[src/rtl/vga_stream_timing.sv]
// vga_stream_timing: VGA raster timing generator that displays a pixel stream
// buffered in a small FIFO, with frame alignment (resync) on the sof marker
// and a sticky underflow flag.
// Optional feature: define VGA_TEST_PATTERN_EN to add a test_pattern input
// that replaces the stream with eight vertical colour bars.
module vga_stream_timing #(
  parameter int H_ACTIVE   = 640,
  parameter int H_FP       = 16,
  parameter int H_SYNC     = 96,
  parameter int H_BP       = 48,
  parameter int V_ACTIVE   = 480,
  parameter int V_FP       = 10,
  parameter int V_SYNC     = 2,
  parameter int V_BP       = 33,
  parameter bit HS_POL     = 1'b0,
  parameter bit VS_POL     = 1'b0,
  parameter int COLOR_W    = 8,
  parameter int FIFO_DEPTH = 16
) (
  input  logic                 CLK,
  input  logic                 RST,
  input  logic                 enable,
  input  logic                 pix_valid,
  output logic                 pix_ready,
  input  logic [3*COLOR_W-1:0] pix_data,
  input  logic                 pix_sof,
`ifdef VGA_TEST_PATTERN_EN
  input  logic                 test_pattern,
`endif
  output logic                 vga_hsync,
  output logic                 vga_vsync,
  output logic                 vga_blank,
  output logic [COLOR_W-1:0]   vga_red,
  output logic [COLOR_W-1:0]   vga_green,
  output logic [COLOR_W-1:0]   vga_blue,
  output logic                 frame_start,
  output logic                 underflow,
  input  logic                 underflow_clr
);

  localparam int H_TOTAL = H_ACTIVE + H_FP + H_SYNC + H_BP;
  localparam int V_TOTAL = V_ACTIVE + V_FP + V_SYNC + V_BP;
  localparam int HW      = $clog2(H_TOTAL);
  localparam int VW      = $clog2(V_TOTAL);
  localparam int AW      = $clog2(FIFO_DEPTH);
  localparam int DW      = 3 * COLOR_W;

  logic [HW-1:0] h_cnt;
  logic [VW-1:0] v_cnt;
  logic          resync;

  // Raster position decode
  logic h_act, v_act, h_sync_rg, v_sync_rg, at_origin, active;

  assign h_act     = int'(h_cnt) < H_ACTIVE;
  assign v_act     = int'(v_cnt) < V_ACTIVE;
  assign h_sync_rg = (int'(h_cnt) >= H_ACTIVE + H_FP) &&
                     (int'(h_cnt) <  H_ACTIVE + H_FP + H_SYNC);
  assign v_sync_rg = (int'(v_cnt) >= V_ACTIVE + V_FP) &&
                     (int'(v_cnt) <  V_ACTIVE + V_FP + V_SYNC);
  assign at_origin = (h_cnt == '0) && (v_cnt == '0);
  assign active    = enable && h_act && v_act;

  // Pixel FIFO: entries are {sof, data}; one extra pointer bit tells full from empty
  logic [DW:0]   mem [FIFO_DEPTH];
  logic [AW:0]   wr_ptr, rd_ptr;
  logic          fifo_empty, fifo_full, push, pop;
  logic [DW:0]   head;
  logic          head_sof;
  logic [DW-1:0] head_data;

  assign fifo_empty = (wr_ptr == rd_ptr);
  assign fifo_full  = (wr_ptr[AW] != rd_ptr[AW]) &&
                      (wr_ptr[AW-1:0] == rd_ptr[AW-1:0]);
  assign pix_ready  = ~fifo_full & ~RST;
  assign push       = pix_valid & pix_ready;
  assign head       = mem[rd_ptr[AW-1:0]];
  assign head_sof   = head[DW];
  assign head_data  = head[DW-1:0];

  // Colour-bar generator (present only with VGA_TEST_PATTERN_EN)
  logic          tp_on;
  logic [DW-1:0] bar_rgb;

`ifdef VGA_TEST_PATTERN_EN
  logic [2:0] bar_idx;

  assign tp_on   = enable & test_pattern;
  assign bar_idx = 3'((int'(h_cnt) * 8) / H_ACTIVE);
  assign bar_rgb = {{COLOR_W{bar_idx[2]}}, {COLOR_W{bar_idx[1]}}, {COLOR_W{bar_idx[0]}}};
`else
  assign tp_on   = 1'b0;
  assign bar_rgb = '0;
`endif

  // Pop / display / resync decision for the current raster position
  logic show, uf_set, resync_nxt;

  always_comb begin
    // NOTE: every signal gets a default first, so no branch leaves one unassigned and infers a latch.
    pop        = 1'b0;
    show       = 1'b0;
    uf_set     = 1'b0;
    resync_nxt = resync;
    if (resync) begin
      if (!fifo_empty) begin
        if (!head_sof) begin
          pop = 1'b1;                       // discard stale pixels until a frame start
        end else if (enable && at_origin && !tp_on) begin
          pop        = 1'b1;                // aligned: show the sof pixel at (0,0)
          show       = 1'b1;
          resync_nxt = 1'b0;
        end
      end
    end else if (active && !tp_on && !fifo_empty) begin
      if (head_sof != at_origin) begin
        resync_nxt = 1'b1;                  // stream and raster disagree on frame start
      end else begin
        pop  = 1'b1;
        show = 1'b1;
      end
    end
    if (active && !tp_on && fifo_empty) begin
      uf_set     = 1'b1;
      resync_nxt = 1'b1;
    end
  end

  // FIFO storage write
  // NOTE: the storage array is deliberately not reset; the pointers alone define its contents.
  always_ff @(posedge CLK) begin
    if (push) mem[wr_ptr[AW-1:0]] <= {pix_sof, pix_data};
  end

  // FIFO pointers
  always_ff @(posedge CLK) begin
    // NOTE: sequential state uses non-blocking assignments so every register samples pre-edge values.
    if (RST) begin
      wr_ptr <= '0;
      rd_ptr <= '0;
    end else begin
      if (push) wr_ptr <= wr_ptr + 1'b1;
      if (pop)  rd_ptr <= rd_ptr + 1'b1;
    end
  end

  // Raster counters, resync state and sticky underflow flag
  always_ff @(posedge CLK) begin
    if (RST) begin
      h_cnt     <= '0;
      v_cnt     <= '0;
      resync    <= 1'b1;
      underflow <= 1'b0;
    end else begin
      if (!enable) begin
        h_cnt <= '0;
        v_cnt <= '0;
      end else if (h_cnt == HW'(H_TOTAL - 1)) begin
        h_cnt <= '0;
        v_cnt <= (v_cnt == VW'(V_TOTAL - 1)) ? '0 : v_cnt + 1'b1;
      end else begin
        h_cnt <= h_cnt + 1'b1;
      end
      resync <= resync_nxt;
      if (uf_set)             underflow <= 1'b1;
      else if (underflow_clr) underflow <= 1'b0;
    end
  end

  // Registered video outputs, one cycle behind the counter state
  always_ff @(posedge CLK) begin
    if (RST) begin
      vga_hsync   <= ~HS_POL;
      vga_vsync   <= ~VS_POL;
      vga_blank   <= 1'b1;
      vga_red     <= '0;
      vga_green   <= '0;
      vga_blue    <= '0;
      frame_start <= 1'b0;
    end else begin
      vga_hsync   <= (enable && h_sync_rg) ? HS_POL : ~HS_POL;
      vga_vsync   <= (enable && v_sync_rg) ? VS_POL : ~VS_POL;
      vga_blank   <= ~active;
      frame_start <= enable & at_origin;
      if (show)
        {vga_red, vga_green, vga_blue} <= head_data;
      else if (tp_on && active)
        {vga_red, vga_green, vga_blue} <= bar_rgb;
      else
        {vga_red, vga_green, vga_blue} <= '0;
    end
  end

endmodule

[config.mk]
export PLATFORM = sky130hd
export DESIGN_NAME = vga_stream_timing
export DESIGN_NICKNAME = d
export VERILOG_FILES = /design/src/rtl/vga_stream_timing.sv
export SDC_FILE = /design/constraint.sdc
export NUM_CORES = 1
export LEC_CHECK = 0
export ABC_AREA = 1
export CAP_MARGIN = 25
export CORE_UTILIZATION = 35
export CTS_BUF_LIST = sky130_fd_sc_hd__clkbuf_8
export CTS_CLUSTER_DIAMETER = 40
export DETAILED_ROUTE_END_ITERATION = 8
export GPL_TIMING_DRIVEN = 0
export SYNTH_ARGS = -nofsm -noshare
export SYNTH_HDL_FRONTEND = slang
export SYNTH_SLANG_ARGS = --single-unit
[constraint.sdc]
create_clock -name CLK -period 4.9 [get_ports CLK]
set_clock_uncertainty 0.2 [all_clocks]
set_input_delay 0.49 -clock CLK [delete_from_list [all_inputs] [get_ports CLK]]
set_output_delay 0.49 -clock CLK [all_outputs]
set_load 0.03 [all_outputs]
After elaboration in Yosys (flattened, before gate mapping)
Memory sizes are Yosys's and may differ from the RTL's. A register that Yosys moved wholly into a read port is not among the register bits.
Index checks and enable logic that the tools add are counted.

word-level totals
  bits in registers = 60
  bits in writable memories = 400
  input bits = 30
  output and inout port bits = 30
  word-level logic and storage cells = 82
  memories kept = 1

operators by class
  $add $sub $neg = 4
  $lt $le $gt $ge = 6
  equality and inequality tests = 6
  mux-type cells = 25
  bitwise logic cells = 8
  reduce and logical (&&, ||, !) cells = 19

memories
  name  depth  width  read ports  clocked after Yosys merged registers in  wr ports  RTL line  source
  mem   16     25     1           1                                        1         65        logic [DW:0] mem [FIFO_DEPTH];

operators with widths
  operator                                                      number
  2-to-1 mux 1 bit                                              22
  adder 10 x 1 -> 10 bit (second input constant)                2
  equality test 10 bit (second input constant)                  2
  logical NOT 10 bit                                            2
  less-than comparator 10 bit (second input constant)           2
  less-than comparator 10 x 9 -> 1 bit (second input constant)  2
  logical AND 1 bit                                             11
  adder 5 x 1 -> 5 bit (second input constant)                  2
  >= comparator 10 bit (second input constant)                  1
  >= comparator 10 x 9 -> 1 bit (second input constant)         1
  2-to-1 mux 10 bit                                             1
  2-to-1 mux 4 bit                                              2
  OR reduction 2 bit                                            3
  equality test 5 bit                                           1
  inverter 1 bit                                                5
  equality test 4 bit                                           1
  AND 1 bit                                                     3
  OR reduction 3 bit                                            1
  inequality test 1 bit                                         2
  nonzero test 2 bit                                            1
  logical NOT 1 bit                                             1

Longest topological paths before layout
  word-level depth = 9
  gate-level depth with buffers = 14
  depth with buffers taken out = 14

Worst setup path before layout
No wires, ideal clock.

  path type = flip-flop to flip-flop
  from = register wr_ptr[1]
  to = memory mem[15][0] in the netlist's numbering, enable pin
  setup time = 0.410 ns
  arrival = 2.233 ns
  required time = 4.290 ns
  setup slack = 2.058 ns
  cell stages (with the launch flop) = 12
  path buffers = 0
  clock period less this slack = 2.842 ns
  cell sequence = dfxtp_1 inv_1 nand2_1 nand2_1 nor2_1 nand2_1 inv_1 nand2_1 nand3_1 inv_2 nand2_1 nor2_1

on the way
  longest elaborated chain between the ends = 7

RTL lines
  item                                    RTL line  source
  start, declared                         66        logic [AW:0] wr_ptr, rd_ptr;
  start signal, assigned                  142       if (push) wr_ptr <= wr_ptr + 1'b1;
  equality test 4 bit                     74        (wr_ptr[AW-1:0] == rd_ptr[AW-1:0]);
  logical AND 1 bit                       73        assign fifo_full = (wr_ptr[AW] != rd_ptr[AW]) &&
  inverter 1 bit                          75        assign pix_ready = ~fifo_full & ~RST;
  AND 1 bit                               75
  AND 1 bit                               76        assign push = pix_valid & pix_ready;
  2-to-1 mux 1 bit                        132       if (push) mem[wr_ptr[AW-1:0]] <= {pix_sof, pix_data};
  2-to-1 mux 1 bit (implied by the code)  132
  end, declared                           65

Parallel ways exist; a longest one is shown, timed or not.

Worst setup path after layout
  from = input port RST
  to = output port pix_ready

on the way
  longest elaborated chain between the ends = 2

RTL lines
  item             RTL line  source
  start, declared  21        input logic RST,
  inverter 1 bit   75
  AND 1 bit        75
  end, declared    24        output logic pix_ready,

Every way passes these cells.

==> results.sh <==
export IMPL_dr_first_iter_drc_count=1562
export IMPL_layout_commonest_cell="edfxtp_1"
export IMPL_multi_input_area_um2=4382
export IMPL_synth_compound_gate_area_share_pct=12.05
export IMPL_max_cap_viol_count=0
export IMPL_area_growth_synth_to_final_pct=19.50
export IMPL_seq_area_um2=13290
export IMPL_vdd_ir_drop_worst_uv=243.8
export IMPL_synth_warnings=0
export IMPL_critical_path_max_stage_delay_ns=0.66
export IMPL_post_cts_resized=0
export IMPL_core_area_um2=51200
export IMPL_cts_max_level=3
export IMPL_run_status="completed"
export IMPL_final_max_slew_violation_count=0
export IMPL_fin_util_pct=42.32
export IMPL_total_leakage_power_uw=0.007187
export IMPL_buffer_ports_inserted=59
export IMPL_detail_route_wl_per_cell_um=22.53
export IMPL_startpoint_type="input pin"
export IMPL_synth_edff_count=400
export IMPL_clock_root_buffer="clkbuf_8"
export IMPL_placedInstanceArea_um2=20070
export IMPL_power_density_nw_per_um2=454.2
export IMPL_synth_fa_ha_area_share_pct=0.6211
export IMPL_gr_usage_total_pct=19.97
export IMPL_floorplan_die_width_um=229.6
export IMPL_synth_sequential_area_ratio_pct=73.32
export IMPL_total_power_uw=9840
export IMPL_fp_dieArea_um2=52710
export IMPL_die_h_um=229.6
export IMPL_final_clock_period_utilization_by_the_worst_path_pct=62.91
export IMPL_post_route_min_period_ns=3.083
export IMPL_drc_errors=0
export IMPL_fmaxAchievable_ghz=0.3244
export IMPL_num_vias=12605
export IMPL_power_switching_fraction_pct=31.02
export IMPL_finalWirelength_um=52820
export IMPL_postSynthCellCount=1447
export IMPL_row_cnt=83
export IMPL_dominant_combinational_cell_family_by_area_after_synthesis="compound AO/OA/AOI/OAI gates"
export IMPL_clock_latency_ns=0.64
export IMPL_placedCellCount=2202
export IMPL_ys_ff_latch=464
export IMPL_layout_cells_non_filler=2345
export IMPL_rsz0062_at_grt="no"
export IMPL_first_global_vias=12267
export IMPL_final_hold_violation_count=0
export IMPL_final_fill_count=4731
export IMPL_netlist_cell_type_count=33
export IMPL_crit_path_cell_trace="clkdlybuf4s50_1 > inv_1 > clkbuf_1 > nand2_1 > inv_1 > clkdlybuf4s50_1"
export IMPL_grt_start_max_net_pins=18
export IMPL_p_int_uw=6788
export IMPL_initial_utilization_pct=35.41
export IMPL_cts_buffers=77
export IMPL_antenna_left=0
export IMPL_critPathCaptureType="output port"
export IMPL_syn_mean_instance_area_um2=12.53
export IMPL_final_design_area_no_fill_um2=21660
export IMPL_synthSimpleGateAreaFrac_pct=10.64
export IMPL_num_clock_sinks=464
export IMPL_share_seq_of_total_power_pct=44.5
export IMPL_ys_dominant_reg_cell="edfxtp_1"
export IMPL_globalRouteOverflowTotal=0
export IMPL_clock_path_buffers=3
export IMPL_worst_endpoint_required_ns=4.21
export IMPL_half_perimeter_wire_length_after_detailed_placement_um=33660
export IMPL_grt_first_pass_wirelength_um=77340
export IMPL_top_level_ports=60
export IMPL_critPathSlowestCell="clkdlybuf4s50_1"
export IMPL_async_reset_ff_share_pct=0
export IMPL_clk_pin_slew_ns=0.06
export IMPL_most_common_layout_cells="edfxtp_1 (400), nor2_1 (261), o21ai_0 (181), clkbuf_8 (94), nand2_1 (87)"
export IMPL_post_synth_mux_area_share_pct=0
export IMPL_share_of_the_synthesized_netlist_area_taken_by_xor_and_xnor_gates_pct=0.1932
export IMPL_criticalPathCategory="input pin to output port"
export IMPL_share_of_cells_above_drive_strength_1_pct=12.01
export IMPL_tritoncts_clock_tree="done"
export IMPL_cts_hold_buf=0
export IMPL_finalSetupViolations=0
export IMPL_post_cts_buffers=0
export IMPL_syn_area_um2=18130
export IMPL_critical_path_arrival_ns=2.39
export IMPL_gp_congestion=0.8283
export IMPL_hold_class="register to register"
export IMPL_critPathMaxFanout=10
export IMPL_detail_route_first_pass_iterations=5
export IMPL_drt_vias_per_instance=5.375
export IMPL_power_share_combinational_pct=20.3
export IMPL_finalNetCount=1640
export IMPL_power_switching_uw=3052
export IMPL_number_of_antenna_violations_at_the_first_check_in_global_routing=0
export IMPL_synth_net_count=1486
export IMPL_worstMarginPinSlew_ns=0.9686
export IMPL_diodes=0
export IMPL_slew_headroom_pct=35.42
export IMPL_clockPowerShare_pct=35.1
-- cells by family (layout without fill, tap and decap cells) --
logic type / Yosys count / in the layout
adder cells (fa/ha/maj): 9 / 9
flip-flops: 464 / 464
AND/OR/NAND/NOR: 464 / 464
XOR/XNOR: 4 / 4
buffers and inverters: 146 / 364
AO/OA/AOI/OAI: 360 / 360
-- power groups by stage --
stage	Sequential (uW)	Clock, uW	Combinational [uW]
2_1_floorplan	4530	0	1080
3_3_place_gp	4470	0	1920
3_5_place_dp	4470	0	1970
4_1_cts	4390	3500	1980
5_1_grt	4390	3670	2150
6_report	4380	3460	2000
-- worst paths after layout --
check,to,depth (start not counted),from,slack (ns)
setup / recovery,pix_ready,6,RST,1.82
hold / removal,h_cnt[0],1,h_cnt[0],0.25
setup reg to reg,vga_blue[7],7,register,2.07
hold reg to reg,h_cnt[0],1,h_cnt[0],0.25
-- metrics by stage --
step / TNS [ns] / hold WS, ns / setup WS, ns
3_3_place_gp: -2.420 / 0.2293 / -0.09846
2_1_floorplan: 0 / 0.2173 / 2.058
5_1_grt: 0 / 0.2791 / 1.686
3_5_place_dp: 0 / 0.2375 / 1.728
6_report: 0 / 0.2458 / 1.817
4_1_cts: 0 / 0.2495 / 1.794
-- routing by layer --
layer | global-route usage, % | up-vias | part of all wire, %
li1 | - | 5652 | -
met1 | 26.97 | 6191 | 41
met2 | 31.53 | 654 | 46
met3 | 4.121 | 108 | 9.3
met4 | 7.646 | 0 | 3.1
met5 | 0 | - | 0
-- cells in the mapped netlist, types with 2 or more instances --
| cell type | number | area share [%] |
|---|---|---|
| edfxtp_1 | 400 | 66 |
| nor2_1 | 277 | 5.7 |
| o21ai_0 | 181 | 5.0 |
| nand2_1 | 87 | 1.8 |
| o221ai_1 | 70 | 3.4 |
| clkbuf_1 | 69 | 1.4 |
| nand3_1 | 67 | 1.8 |
| dfxtp_1 | 64 | 7.1 |
| inv_1 | 41 | 0.85 |
| o21ai_1 | 36 | 0.99 |
| o22ai_1 | 27 | 0.93 |
| a21oi_1 | 22 | 0.61 |
| a21oi_2 | 20 | 0.97 |
| inv_2 | 20 | 0.41 |
| nor3_1 | 12 | 0.33 |
| buf_2 | 10 | 0.28 |
| ha_1 | 9 | 0.62 |
| nand4_1 | 9 | 0.31 |
| nor3b_1 | 4 | 0.17 |
| xor2_1 | 4 | 0.19 |
| buf_1 | 3 | 0.062 |
| nand3_2 | 3 | 0.17 |
| buf_6 | 2 | 0.12 |
-- worst max-delay path, delay by kind of cell --
kind / cells / cell delay (ns)
buf+inv: 5 / 1.78
simple gates: 1 / 0.11
-- registers in the layout (all words and copies together), names as in the netlist, named ones only --
signal / flops
vga_hsync: 1
vga_vsync: 1
h_cnt: 10
vga_blue: 8
rd_ptr: 5
frame_start: 1
vga_blank: 1
vga_red: 8
v_cnt: 10
wr_ptr: 5
vga_green: 8
resync: 1
mem: 400
underflow: 1
-- layout make-up --
class,count,area share [%]
Buffer,84,1.582
Clock buffer,94,5.972
Clock inverter,49,1.380
Inverter,62,1.074
Multi-Input combinational cell,837,20.23
Sequential cell,464,61.36
Tap cell,680,3.927
Timing Repair Buffer,75,4.482
Note: power is estimated with default switching activity, not from simulation.
==> variant (same flow settings) <==
The parameter `V_BP` goes from 33 to 66.
--- a/src/rtl/vga_stream_timing.sv
+++ b/src/rtl/vga_stream_timing.sv
@@ -13,3 +13,3 @@
   parameter int V_SYNC     = 2,
-  parameter int V_BP       = 33,
+  parameter int V_BP       = 66,
   parameter bit HS_POL     = 1'b0,
Check against the original RTL: same outputs for any inputs over 4 cycles, from zero or initial values and one cycle with RST high; that may be too few to reach the edited logic, so the function may still have changed.
==> variant against the unedited design <==
Sequential share of layout area rose by 0.16 points; global-route usage rose by 0.060 points; sequential cell count did not move; routed wire length barely moved; clock power fell by 8.1%; first-iteration DRC count fell by 8.8%; area after synthesis rose by 0.42%; worst setup slack got worse by 0.011 ns; utilization fell by 0.19 points; critical path depth did not move; power fell by 2.9%; final area fell by 0.25%; critical path type unchanged; largest cell class unchanged.
==> variant: results (changes against the unedited design) <==
Status
  • Status: complete, no violations

Synthesis
  • Top post-synthesis cells by count: edfxtp_1, nor2_1, o21ai_0
  • Asr flop ratio synth: 0% (unchanged)
  • Seq/Total Area, Yosys: 73.0% (-0.31 points)
  • Average cell area after synthesis: 12.5 µm² (-0.54%)
  • Ranking of synthesized cells by area: edfxtp_1, dfxtp_1, nor2_1
  • Post-synth net total: 1501 (+1.0%)

CTS
  • CTS Root Cell: clkbuf_8
  • Clk Latency, worst-skew pair: 0.67 ns (+0.03 ns)
  • Number of CTS-inserted buffers: 80 (+3.9%)
  • Post_cts resized: 0 (unchanged)
  • Clock transition at path regs: 0.06 ns (about the same)
  • Setup bufs post-CTS: 0 (unchanged)

Placement
  • Placed cell areas: 20200 µm² (+0.53%)
  • Setup slack after placement: 1.66 ns (-0.0720 ns)
  • Placed instance count: 2216 (+0.64%)
  • Final RePlAce weighted congestion: 0.850 (+2.6%)
  • Final HPWL DP: 33.6 mm (about the same)

GRT
  • Vias in the first global route: 12557 (+2.4%)
  • Gr usage total: 20.0% (+0.060 points)
  • Antenna violations before repair: 0 (unchanged)
  • Largest net degree at the start of global routing: 25 (+7)
  • First-pass GRT wire length: 78.1 mm (+0.99%)

Layout
  • Share of cells above drive strength 1: 10.5% (-1.6 points)
  • Final net count: 1658 (+1.1%)
  • # diodes: 0 (unchanged)

Detailed routing
  • Vias/cell: 5.41 (+0.63%)
  • Final wirelength: 52.8 mm (about the same)
  • Initial DRC Count: 1425 (-8.8%)
  • Routed wire length per instance: 22.3 µm (-0.88%)

Worst setup path
  • Worst Path Max Fanout: 10 (unchanged)

Power and ir drop
  • P_leak: 0.00717 µW (-0.21%)
  • Peak supply drop: 0.188 mV (-23%)

Timing
  • Tightest Pin Transition: 0.893 ns (-0.0757 ns)
[variant: routing by layer]
| metal | track usage (%) | up-vias | routed length [µm] |
|---|---|---|---|
| met4 | 7.64 | 0 | 1740 |
| li1 | - | 5712 | - |
| met1 | 27.2 | 6287 | 21800 |
| met2 | 31.1 | 672 | 24200 |
| met5 | 0 | - | 0 |
| met3 | 4.61 | 116 | 5010 |
[variant: critical path: stages]
cell	delay, ns
clkdlybuf4s50_1	0.54
inv_1	0.16
clkbuf_1	0.36
nand2_1	0.11
inv_1	0.07
clkdlybuf4s50_1	0.67
[variant: through the flow]
stage,utilization (%),hold slack (ns),setup TNS (ns),total power [µW]
2_1_floorplan,-,0.230,0,5600
3_3_place_gp,38.3,0.243,-0.186,6360
3_5_place_dp,39.3,0.259,0,6410
4_1_cts,42.1,0.256,0,9550
5_1_grt,42.1,0.294,0,9910
6_report,42.1,0.271,0,9550
[variant: logic make-up after synthesis]
kind of cell / synth area share (%)
AO/OA/AOI/OAI: 12.2
XOR/XNOR: 0.0962
adder cells (fa/ha/maj): 0.687
buffers and inverters: 3.09
flip-flops: 73.0
AND/OR/NAND/NOR: 10.9
[variant: final timing paths]
| check | from | endpoint | slack, ns | cells after the start |
|---|---|---|---|---|
| hold / removal | h_cnt[0] | h_cnt[0] | 0.27 | 1 |
| hold reg to reg | h_cnt[0] | h_cnt[0] | 0.27 | 1 |
| setup / recovery | RST | pix_ready | 1.81 | 6 |
| setup reg to reg | register | vga_red[7] | 1.85 | 7 |
[variant: area by class of cell]
class	count	area, µm²
multi-input combinational	858	4470
clock inverter	68	330
timing repair buffer	75	1000
fill	4726	29700
inverter	53	199
buffer	86	363
clock buffer	80	1100
sequential	464	13300
tap	680	851
[variant: power breakdown]
part	leakage, µW	total (µW)	switching [µW]	internal [µW]
clock network	0.000865	3180	1590	1590
logic	0.00219	1980	1460	529
registers	0.00412	4380	26.9	4360
total	0.00717	9550	3070	6480
